--- config.mk ---
export PLATFORM = sky130hd
export DESIGN_NAME = blinky_monitor
export DESIGN_NICKNAME = d
export VERILOG_FILES = /design/src/rtl/blinky_monitor.sv
export SDC_FILE = /design/constraint.sdc
export NUM_CORES = 1
export LEC_CHECK = 0
export CAP_MARGIN = 20
export CORE_ASPECT_RATIO = 1.5
export CORE_MARGIN = 2
export CORE_UTILIZATION = 43
export CTS_CLUSTER_SIZE = 28
export DETAILED_ROUTE_END_ITERATION = 16
export SLEW_MARGIN = 10
export SYNTH_ARGS = -nofsm -noshare
export SYNTH_HDL_FRONTEND = slang
export SYNTH_SLANG_ARGS = --single-unit
--- constraint.sdc ---
create_clock -name clk -period 1.9 [get_ports clk]
set_input_delay 0.19 -clock clk [delete_from_list [all_inputs] [get_ports clk]]
set_output_delay 0.19 -clock clk [all_outputs]
set_load 0.005 [all_outputs]
--- src/rtl/blinky_monitor.sv ---
// Per-lane toggle counter over a fixed window; reports header + saturating counts as a byte stream.
// Latency: lane edge counted 2 clocks after capture; HDR beat appears the cycle after window end.
// Backpressure: out_data/out_valid hold while out_ready=0; a window ending mid-report sets sticky overrun.
module blinky_monitor #(
    parameter int          LANES  = 16,
    parameter int          WINDOW = 65536,
    parameter logic [7:0]  HEADER = 8'hA5
) (
    input  logic              clk,
    input  logic              rst_n,
    input  logic [LANES-1:0]  results,
    input  logic              en,
    output logic [7:0]        out_data,
    output logic              out_valid,
    input  logic              out_ready,
    output logic              busy,
    output logic              overrun
);
    localparam int WW = $clog2(WINDOW);
    localparam int IW = (LANES > 1) ? $clog2(LANES) : 1;
    localparam logic [WW-1:0] WIN_LAST = WW'(WINDOW - 1);
    localparam logic [IW-1:0] IDX_LAST = IW'(LANES - 1);

    typedef enum logic [1:0] {S_IDLE, S_HDR, S_LANE} state_t;

    logic [LANES-1:0] sync1_q, sync2_q, prev_q;
    logic [LANES-1:0] toggle;
    logic [7:0]       cnt_q    [LANES];
    logic [7:0]       cnt_d    [LANES];
    logic [7:0]       cnt_next [LANES];
    logic [7:0]       snap_q   [LANES];
    logic [7:0]       snap_d   [LANES];
    logic [WW-1:0]    win_q, win_d;
    logic [IW-1:0]    idx_q, idx_d;
    state_t           state_q, state_d;
    logic [7:0]       out_data_q, out_data_d;
    logic             out_valid_q, out_valid_d;
    logic             busy_q, busy_d;
    logic             overrun_q, overrun_d;
    logic             win_end;
    logic             hs;

    always_comb begin
        toggle  = sync2_q ^ prev_q;
        win_end = en && (win_q == WIN_LAST);
        hs      = out_valid_q && out_ready;

        // cnt_next already includes this cycle's toggle, so the snapshot sees window-end edges
        for (int i = 0; i < LANES; i++) begin
            cnt_next[i] = (toggle[i] && (cnt_q[i] != 8'hFF)) ? cnt_q[i] + 8'd1 : cnt_q[i];
            cnt_d[i]    = (en && !win_end) ? cnt_next[i] : 8'h00;
            snap_d[i]   = snap_q[i];
        end
        win_d = (en && !win_end) ? win_q + WW'(1) : '0;

        state_d     = state_q;
        idx_d       = idx_q;
        out_data_d  = out_data_q;
        out_valid_d = out_valid_q;
        overrun_d   = overrun_q;

        case (state_q)
            S_IDLE: begin
                if (win_end) begin
                    for (int i = 0; i < LANES; i++) snap_d[i] = cnt_next[i];
                    state_d     = S_HDR;
                    out_valid_d = 1'b1;
                    out_data_d  = HEADER;
                end
            end
            S_HDR: begin
                if (hs) begin
                    state_d    = S_LANE;
                    idx_d      = '0;
                    out_data_d = snap_q[0];
                end
            end
            S_LANE: begin
                if (hs) begin
                    if (idx_q == IDX_LAST) begin
                        state_d     = S_IDLE;
                        out_valid_d = 1'b0;
                    end else begin
                        idx_d      = idx_q + IW'(1);
                        out_data_d = snap_q[idx_d];
                    end
                end
            end
            default: begin
                state_d     = S_IDLE;
                out_valid_d = 1'b0;
            end
        endcase

        if (win_end && (state_q != S_IDLE)) overrun_d = 1'b1;
        busy_d = (state_d != S_IDLE);
    end

    always_ff @(posedge clk or negedge rst_n) begin
        if (!rst_n) begin
            sync1_q     <= '0;
            sync2_q     <= '0;
            prev_q      <= '0;
            for (int i = 0; i < LANES; i++) begin
                cnt_q[i]  <= 8'h00;
                snap_q[i] <= 8'h00;
            end
            win_q       <= '0;
            idx_q       <= '0;
            state_q     <= S_IDLE;
            out_data_q  <= 8'h00;
            out_valid_q <= 1'b0;
            busy_q      <= 1'b0;
            overrun_q   <= 1'b0;
        end else begin
            sync1_q     <= results;
            sync2_q     <= sync1_q;
            prev_q      <= sync2_q;
            for (int i = 0; i < LANES; i++) begin
                cnt_q[i]  <= cnt_d[i];
                snap_q[i] <= snap_d[i];
            end
            win_q       <= win_d;
            idx_q       <= idx_d;
            state_q     <= state_d;
            out_data_q  <= out_data_d;
            out_valid_q <= out_valid_d;
            busy_q      <= busy_d;
            overrun_q   <= overrun_d;
        end
    end

    assign out_data  = out_data_q;
    assign out_valid = out_valid_q;
    assign busy      = busy_q;
    assign overrun   = overrun_q;
endmodule

==> results.sh <==
export IMPL_outcome="complete, but fails checks"
export IMPL_violations="setup timing"
export IMPL_crit_buf_inv=2
export IMPL_cp_slowest_cell="or3_4"
export IMPL_gr_total_overflow=0
export IMPL_synth_flop_cell="dfrtp_1"
export IMPL_ys_seq_area_share_pct=56.0
export IMPL_start_kind="register"
export IMPL_gp_congestion=0.790
export IMPL_fmax_ghz=0.497
export IMPL_synth_edff_count=0
export IMPL_n_fill_cell=2922
export IMPL_die_h_um=233
export IMPL_clockBufferDepth=3
export IMPL_drive_above_1_share_pct=20.0
export IMPL_pin_count=31
export IMPL_critPathTopFamily="simple AND/OR/NAND/NOR gates"
export IMPL_syn_avg_cell_area_um2=10.7
export IMPL_htreeDepth=2
export IMPL_required_ns=2.30
export IMPL_syn_nets=1445
export IMPL_vias=10800
export IMPL_clkLatencyLatePin_ns=0.53
export IMPL_synth_top_cell_by_area="dfrtp_1"
export IMPL_rsz0062_at_grt="true"
export IMPL_tritoncts="yes"
export IMPL_synth_commonest_cells="337 x dfrtp_1, 203 x nand2_1, 183 x nor2_1"
export IMPL_min_period_ns=2.01
export IMPL_dp_cells=1911
export IMPL_final_nets=1555
export IMPL_dr_pass1_iters=5
export IMPL_async_flop_share_pct=100
export IMPL_r2r_slack_ns=-0.11
export IMPL_path_depth=8
export IMPL_instances_no_fill=2008
export IMPL_grt_use_total_pct=19.3
export IMPL_period_share_pct=106
export IMPL_num_antenna_cells=0
export IMPL_setup_violations_final=91
export IMPL_worstReg2RegEnd="snap_q[57]"
export IMPL_antenna_found_initial=0
export IMPL_critical_path_class="register to register"
export IMPL_rows=83
export IMPL_synth_cells=1403
export IMPL_path_cells="ha_2 > and3_4 > nand4_4 > or3_4 > buf_12 > buf_16 > nand2_1 > o21ai_1"
export IMPL_crit_reg2reg_launch="win_q[0]"
export IMPL_wl_mm=36.6
export IMPL_drc=0
export IMPL_fin_ws_ns=-0.113
export IMPL_root_buffer="clkbuf_16"
export IMPL_dp_hpwl_mm=23.0
export IMPL_powerDensity_nw_per_um2=865
export IMPL_ys_top_cells_by_area="dfrtp_1 56%, nand2_1 5.1%, mux4_2 4.8%, nor2_1 4.6%, o21ai_1 4.0%"
export IMPL_viasPerCell=5.36
export IMPL_fin_skew_ns=0.0149
export IMPL_place_ws_ns=-0.169
export IMPL_maxCapViolations=0
export IMPL_initial_utilization_pct=43.8
export IMPL_drt_iter0_drc=620
export IMPL_fp_coreArea_um2=34400
export IMPL_peakVddDrop_mv=0.780
export IMPL_grt_pass1_wl_mm=55.8
export IMPL_r2r_cells=8
export IMPL_wire_per_inst_um=18.2
export IMPL_syn_cell_area_um2=15100
export IMPL_finalHoldViolations=0
export IMPL_ys_ff_latch=337
export IMPL_grt_max_degree=57
export IMPL_numPortBuffers=30
export IMPL_timing_hold_worst_endpoint="sync1_q[11]"
export IMPL_crit_arrival_ns=2.42
export IMPL_synth_most_common_cell="dfrtp_1"
export IMPL_slew_headroom_pct=63.4
export IMPL_max_stage_delay_ns=0.50
export IMPL_ys_warn_count=0
export IMPL_dieArea_um2=36600
export IMPL_hold_path_depth=1
export IMPL_cts_buffers_inserted=36
export IMPL_yosysUniqueCellTypes=50
export IMPL_path_max_fanout=15
export IMPL_cts_sinks=337
export IMPL_leakagePower_nw=8.03
export IMPL_slew_violations=0
export IMPL_worst_setup_path_end_kind="register"
export IMPL_die_x_um=157
export IMPL_area_delta_synth_final_pct=24.7
export IMPL_synth_top_area_share_pct=56.0
export IMPL_tightest_slew_ns=0.543
export IMPL_clkTransAtPathRegs_ns=0.07
export IMPL_grt_pass1_vias=10800
export IMPL_hp_class="primary input to register"
export IMPL_hp_start="results[11]"
export IMPL_ant_nets=0
-- metal layers --
metal / track usage (%) / part of all wire [%]
met5: 0 / 0
met4: 7.91 / 4.0
met2: 34.9 / 53
met1: 22.5 / 40
met3: 3.02 / 3.4
-- flip-flops by register name (all words and copies together) (netlist names) --
name,cells
busy,1
state_q,2
out_data,8
win_q,16
snap_q,128
overrun,1
sync1_q,16
sync2_q,16
idx_q,4
out_valid,1
cnt_q,128
prev_q,16
-- power by group --
part           total (W)  internal, W  switching, W
Clock            0.00792      0.00497       0.00296
Sequential       0.00747      0.00734      0.000134
Combinational   0.000850     0.000331      0.000520
Total             0.0162       0.0126       0.00361
-- repair_timing --
| action | in CTS | in global routing |
|---|---|---|
| gates resized for setup | 21 | 130 |
| setup buffers | 4 | 5 |
| cloned | 4 | 18 |
| hold buffers | 1 | 0 |
| hold endpoints to repair | 336 | 0 |
| pin swaps | 8 | 53 |
| endpoints found under the setup margin | 116 | 150 |
-- placed cells by master, fill, tap and decap left out, types with 4 or more instances in the layout --
master,instances
dfrtp_1,336
nor2_1,183
nand2_1,146
o21ai_1,100
xor2_1,58
buf_4,56
nand3_1,55
xnor2_1,52
clkbuf_16,49
mux2i_1,41
nand4_1,38
nand2_2,38
mux4_2,32
o21ai_0,30
clkdlybuf4s50_1,29
o21ai_2,24
nor3_1,23
buf_12,23
ha_1,20
nand2_4,19
inv_1,14
and3_1,11
nand3b_1,11
a21oi_1,10
and4_1,8
nand2b_1,8
bufinv_16,8
or3_1,7
nand3_2,7
clkbuf_8,7
o211ai_1,6
clkbuf_1,6
buf_16,6
and2_1,5
a31oi_1,5
mux2_4,4
o22a_1,4
buf_6,4
-- per-stage QoR --
step	setup TNS [ns]	utilization (%)	hold slack [ns]	instance area [um^2]	total power (W)
after CTS	-0.488	52.2	0.0795	17900	0.0164
final	-3.81	54.6	0.100	18800	0.0162
after global placement	-7.83	47.5	0.111	16300	0.00843
after global routing	-9.05	54.6	0.0838	18800	0.0168
after detailed placement	-8.53	47.5	0.116	16300	0.00846
after floorplan	-10.27	-	-0.106	15100	0.00801
-- layout make-up --
cell class,instances,area [um^2],area share (%)
Clock buffer,50,1040,5.56
Tap cell,467,584,3.11
Timing Repair Buffer,133,1720,9.17
Multi-Input combinational cell,991,6640,35.4
Clock inverter,16,300,1.60
Sequential cell,337,8430,44.9
Inverter,14,52.6,0.280
-- worst max-delay path by stage --
| stage | from | endpoint |
|---|---|---|
| 4_1_cts | idx_q[0] | out_data[1] |
| 6_report | win_q[0] | snap_q[57] |
| 3_5_place_dp | en | out_data[5] |
| 2_1_floorplan | win_q[0] | snap_q[20] |
| 5_1_grt | win_q[0] | snap_q[57] |
| 3_3_place_gp | idx_q[0] | out_data[1] |
-- logic make-up (layout without fill, tap and decap cells) --
family | count (synthesis) | in the layout | share of synthesized area (%)
XOR/XNOR | 112 | 112 | 6.51
buffers and inverters | 75 | 213 | 2.89
flip-flops | 337 | 337 | 56.0
adder cells (fa/ha/maj) | 22 | 22 | 1.83
multiplexers | 81 | 81 | 8.09
AO/OA/AOI/OAI | 205 | 205 | 7.66
AND/OR/NAND/NOR | 571 | 571 | 17.0
(Power assumes the default switching activity.)
